$ cat config.mk
export PLATFORM = sky130hd
export DESIGN_NAME = result_writer
export DESIGN_NICKNAME = d
export VERILOG_FILES = /design/src/rtl/result_writer.sv
export SDC_FILE = /design/constraint.sdc
export NUM_CORES = 1
export LEC_CHECK = 0
export CORE_AREA = 2 2 249 251
export CTS_BUF_LIST = sky130_fd_sc_hd__clkbuf_16
export DETAILED_ROUTE_END_ITERATION = 8
export DIE_AREA = 0 0 251 253
export PLACE_DENSITY = 0.5
export SLEW_MARGIN = 40
export SYNTH_ARGS = -nofsm -noshare
export SYNTH_HDL_FRONTEND = slang
export SYNTH_SLANG_ARGS = --single-unit
$ cat constraint.sdc
create_clock -name clk -period 3.3 [get_ports clk]
set_input_delay 0.66 -clock clk [delete_from_list [all_inputs] [get_ports clk]]
set_output_delay 0.66 -clock clk [all_outputs]
set_load 0.1 [all_outputs]
$ cat src/rtl/result_writer.sv
// Result writer: streams result words from the shift lane to memory.
// Optional stall counter enabled by defining RESULT_WRITER_STALL_CNT_EN.
module result_writer #(
  parameter int BUS_WIDTH   = 256,
  parameter int ADDR_WIDTH  = 32,
  parameter int COUNT_WIDTH = 16
) (
  input  logic                   clk,
  input  logic                   reset,
  input  logic                   start_i,
  input  logic [ADDR_WIDTH-1:0]  base_addr_i,
  input  logic [COUNT_WIDTH-1:0] word_count_i,
  input  logic [BUS_WIDTH-1:0]   data_i,
  input  logic                   valid_i,
  output logic                   accepted_o,
  output logic                   mem_we_o,
  output logic [ADDR_WIDTH-1:0]  mem_addr_o,
  output logic [BUS_WIDTH-1:0]   mem_wdata_o,
  input  logic                   mem_ready_i,
  output logic                   busy_o,
  output logic                   done_o,
  output logic [31:0]            stall_cnt_o
);

  typedef enum logic [1:0] {
    IDLE,
    WRITE,
    DONE
  } state_t;

  localparam logic [ADDR_WIDTH-1:0] STRIDE =
    ADDR_WIDTH'(BUS_WIDTH / 8);

  state_t                 state;
  state_t                 state_nxt;
  logic [ADDR_WIDTH-1:0]  addr;
  logic [COUNT_WIDTH-1:0] remaining;
  logic                   start_ok;
  logic                   mem_fire;
  logic                   slot_free;

  assign start_ok   = (state == IDLE) & start_i;
  assign mem_fire   = mem_we_o & mem_ready_i;
  assign slot_free  = ~mem_we_o | mem_ready_i;
  assign accepted_o = (state == WRITE) & valid_i &
                      (remaining != '0) & slot_free;
  assign busy_o     = (state != IDLE);
  assign done_o     = (state == DONE);

  always_ff @(posedge clk) begin
    if (reset) state <= IDLE;
    else       state <= state_nxt;
  end

  always_comb begin
    state_nxt = state;
    unique case (state)
      IDLE: begin
        if (start_i)
          state_nxt = (word_count_i != '0) ? WRITE : DONE;
      end
      WRITE: begin
        // leave only once the final request has drained
        if ((remaining == '0) && slot_free)
          state_nxt = DONE;
      end
      DONE:    state_nxt = IDLE;
      default: state_nxt = IDLE;
    endcase
  end

  always_ff @(posedge clk) begin
    if (reset) begin
      addr        <= '0;
      remaining   <= '0;
      mem_we_o    <= 1'b0;
      mem_addr_o  <= '0;
      mem_wdata_o <= '0;
    end else begin
      if (start_ok && (word_count_i != '0)) begin
        addr      <= base_addr_i;
        remaining <= word_count_i;
      end
      if (accepted_o) begin
        mem_we_o    <= 1'b1;
        mem_addr_o  <= addr;
        mem_wdata_o <= data_i;
        addr        <= addr + STRIDE;
        remaining   <= remaining - 1'b1;
      end else if (mem_fire) begin
        mem_we_o <= 1'b0;
      end
    end
  end

`ifdef RESULT_WRITER_STALL_CNT_EN
  logic [31:0] stall_cnt;

  always_ff @(posedge clk) begin
    if (reset)
      stall_cnt <= '0;
    else if (start_ok)
      stall_cnt <= '0;
    else if (mem_we_o && !mem_ready_i && (stall_cnt != '1))
      stall_cnt <= stall_cnt + 32'd1;
  end

  assign stall_cnt_o = stall_cnt;
`else
  assign stall_cnt_o = '0;
`endif

endmodule

Word-level counts from Yosys, hierarchy flattened:

Index checks and enable logic that the tools add are counted.

* bits of input ports: 309
* flip-flop bits (word level): 339

* bitwise operators: 7
* mux-type cells: 10
* reduce and logical (&&, ||, !) cells: 10
* eq/ne operators: 4
* add/sub/neg operators: 2

Operators by type and width (count)
* $mux W32: 2
* $add A32 B6 Y32 const B: 1
* $mux W16: 2
* $reduce_bool A16 Y1: 2
* $logic_not A16 Y1: 1
* $sub A16 B1 Y16 const B: 1
* $mux W2: 3
* $reduce_bool A2 Y1: 3
* $and A1 B1 Y1: 5
* $pmux W2 S2: 1
* $eq A2 B1 Y1 const B: 1
* $eq A2 B2 Y1 const B: 1
* $logic_and A1 B1 Y1: 2
* $logic_not A2 Y1: 1
* $mux W1: 2
* $ne A2 B1 Y1 const B: 1
* $ne A2 B2 Y1 const B: 1
* $reduce_and A2 Y1: 1
* $not A1 Y1: 1
* $or A1 B1 Y1: 1

Longest topological paths before layout:

* depth in word-level cells: 5
* mapped depth: 11
* mapped depth without buffers: 8

Worst setup path before layout:

OpenSTA, ideal clock, no wires.

* path kind: register to output
* start: reg mem_we_o
* end: out accepted_o
* arrival: 2513 ps
* path buffers: 2
* stages on the path, launching flop included: 7
* path slack: 127 ps
* path through: dfxtp_1 nand2b_1 and2_1 clkbuf_1 nand2_4 inv_2 buf_1

* word-level cells in the longest chain between the ends: 3

Ends and longest elaborated chain
* start: declaration: line 16 `output logic mem_we_o,`
* start signal: assignment: line 76 `mem_we_o <= 1'b0;`
* start signal: assignment: line 85 `mem_we_o <= 1'b1;`
* start signal: assignment: line 91 `mem_we_o <= 1'b0;`
* $not A1 Y1: line 44 `assign slot_free = ~mem_we_o | mem_ready_i;`
* $or A1 B1 Y1: line 44
* $and A1 B1 Y1: line 46 `(remaining != '0) & slot_free;`
* end: declaration: line 15 `output logic accepted_o,`

Every way passes these cells.

Final worst setup path:

* start: reg remaining[0]
* end: out accepted_o

* word-level cells in the longest chain between the ends: 3

Ends and longest elaborated chain
* start: declaration: line 37 `logic [COUNT_WIDTH-1:0] remaining;`
* start signal: assignment: line 82 `remaining <= word_count_i;`
* start signal: assignment: line 89 `remaining <= remaining - 1'b1;`
* $reduce_bool A16 Y1: line 46
* $and A1 B1 Y1: line 45 `assign accepted_o = (state == WRITE) & valid_i &`
* $and A1 B1 Y1: line 46

Every way passes these cells.

==> run summary <==
Top FF cell, synth: dfxtp_1
CTS clk-pin slew, worst paths: 0.05 ns
Achievable Freq: 317 MHz
GR Overflow Total: 0
WS Path Type: register to output port
Tot GR Track Use: 15.0%
worst vdd ir: 0.000315 V
total CTS buffers: 42
RSZ-0062 raised after global routing: false
worst-margin pin slew: 0.674 ns
hold crit path type: register to register
Mapped Avg Cell Area: 7.94 sq um
most frequent cells in the layout: nand2_1 (629), dfxtp_1 (339), buf_4 (318)
via-per-instance ratio: 4.37
Post-DP HPWL: 37900 microns
first-pass GRT wire length: 75200 microns
R2R setup slack: 0.65 ns
share of cells above drive strength 1: 17.7%
die area: 63500 sq um
largest net degree at the start of global routing: 118
multi-input logic area: 5320 sq um
Die Y: 253 microns
drt first pass iters: 7
Clk Latency, worst-skew pair: 0.54 ns
Nets: 2501
Initial Util: 21.2%
Slew headroom: 55.0%
Max Cap Viol: 0
startpoint type of the worst setup path: register
clock sinks: 339
total routed wirelength: 51100 microns
initial antenna violation count: 2
endpoints failing setup: 0
final period utilization: 95.6%
FF-to-FF End: mem_wdata_o[225]
routed vias: 13200
Final Hold Viols: 0
Max clock buf depth: 3
Avg WL per Cell: 17.0 microns
area grow syn2layout: 55.1%
Syn Inst Count: 1630
Remaining DRCs: 0
reg2reg path depth: 9
Critical Path RT: 2.64 ns
fill count: 6499
Cell Area, Synth: 12900 sq um
clock skew: 0.00930 ns
crit path DAT: 2.49 ns
status: finished, final reports clean
Core Rows: 91
CTS H-tree depth: 2
number of global-route vias before repair: 12500
die width: 251 microns
placed inst area: 18800 sq um
post-route cell area: 20100 sq um
clock root buffer: clkbuf_16
post-synthesis async set-or-reset flop share: 0%
CP Capture Point: accepted_o
min Tclk post-route: 3.15 ns
Routability Congestion: 0.795
P per Cell Area: 593 nW/um^2
TritonCTS clock tree: built
post-route insts no fill: 3010
worst reg2reg startpoint: remaining[0]
Core Box Area: 61000 sq um
Post-synth EDFFs: 0
crit path from: remaining[0]
setup bufs post-CTS: 0
Initial DRC Count: 687
dpl cells: 2936
Max Slew Vio Count: 0
#FFs+latches synth: 339
Seq. cell area: 6790 sq um
yosys warns: 0
Synth cell types: 43
total chip power: 11.9 mW
most common cell after layout, fill and taps aside: nand2_1
PortBufs: 600
Top-Level Pins: 633
leakage: 7.62 nW
post-synthesis sequential area ratio: 52.4%
crit end category: output port
Worst Hold Depth: 2
setup_tns: 0 ns
worst-path fanout max: 23
antenna violation net count after detailed routing: 0
[report_power, final]
part | internal [mW] | switching (mW) | total (mW)
Clock | 2.51 | 1.79 | 4.30
Combinational | 0.837 | 2.26 | 3.10
Sequential | 4.33 | 0.159 | 4.49
[area by class of cell]
cell class | instances | share of cell area [%]
Timing Repair Buffer | 635 | 28.2
Inverter | 9 | 0.206
Clock buffer | 45 | 5.61
Antenna cell | 1 | 0.0125
Multi-Input combinational cell | 1163 | 26.5
Tap cell | 790 | 4.93
Clock inverter | 28 | 0.729
Sequential cell | 339 | 33.8
[registers in the layout, summed over array words and instances, names as in the netlist]
signal and flops:
remaining 16, state 2, mem_we_o 1, addr 32, mem_addr_o 32, mem_wdata_o 256
[worst min-delay path by stage]
stage	slack [ns]	from	endpoint
after floorplan	0.43	addr[0]	mem_addr_o[0]
after global placement	0.44	mem_wdata_o[19]	mem_wdata_o[19]
after detailed placement	0.45	mem_wdata_o[184]	mem_wdata_o[184]
after CTS	0.46	mem_wdata_o[184]	mem_wdata_o[184]
after global routing	0.47	mem_wdata_o[181]	mem_wdata_o[181]
final	0.45	mem_wdata_o[46]	mem_wdata_o[46]
[repair_timing]
item | CTS | global route
resized for setup | 1 | 0
hold buffers | 0 | 0
endpoints found under the setup margin | 1 | 0
hold endpoints to repair | 0 | 0
[logic make-up after synthesis]
group | count (synthesis) | synth area share, %
AO/OA/AOI/OAI | 395 | 16.8
flip-flops | 339 | 52.4
adder cells (fa/ha/maj) | 2 | 0.193
other | 1 | 0.0290
AND/OR/NAND/NOR | 734 | 23.1
buffers and inverters | 159 | 7.44
[critical path, cell delays in order (launching register included)]
cell and delay (ns):
dfxtp_1 0.32, inv_1 0.07, ha_1 0.20, or3b_2 0.47
or4_4 0.49, nand2_8 0.12, inv_8 0.09, buf_12 0.18
[cell usage after synthesis, types with 5 or more instances]
cell,n,area share [%]
clkbuf_1,58,1.7
a31oi_1,26,1.3
nor4_1,8,0.39
buf_4,43,2.5
dfxtp_1,339,52
o311ai_0,7,0.47
or4_1,11,0.64
o211ai_1,22,1.3
or3_1,22,1.1
nor2_1,9,0.26
a2bb2oi_1,5,0.34
buf_6,20,1.7
inv_1,8,0.23
a21oi_1,312,12
nand3_1,19,0.73
buf_2,26,1.0
o21ai_0,7,0.27
nand2_1,629,18
nor3_1,7,0.27
nand4_1,9,0.44
[per-layer routing]
layer	track usage (%)	vias to the layer above	part of all wire (%)
met1	17.7	6163	41
met5	0	-	0.025
met3	4.93	77	7.9
li1	-	6489	-
met2	26.0	422	49
met4	4.00	2	2.2
[stage by stage]
stage	hold slack [ns]	setup WS (ns)	util, %
final	0.451	0.147	32.9
after global routing	0.471	0.0377	32.9
after CTS	0.455	0.107	32.9
after detailed placement	0.448	0.419	30.8
after global placement	0.442	0.454	30.8
after floorplan	0.432	0.127	-
No activity file was read; power rests on OpenSTA's default activity.
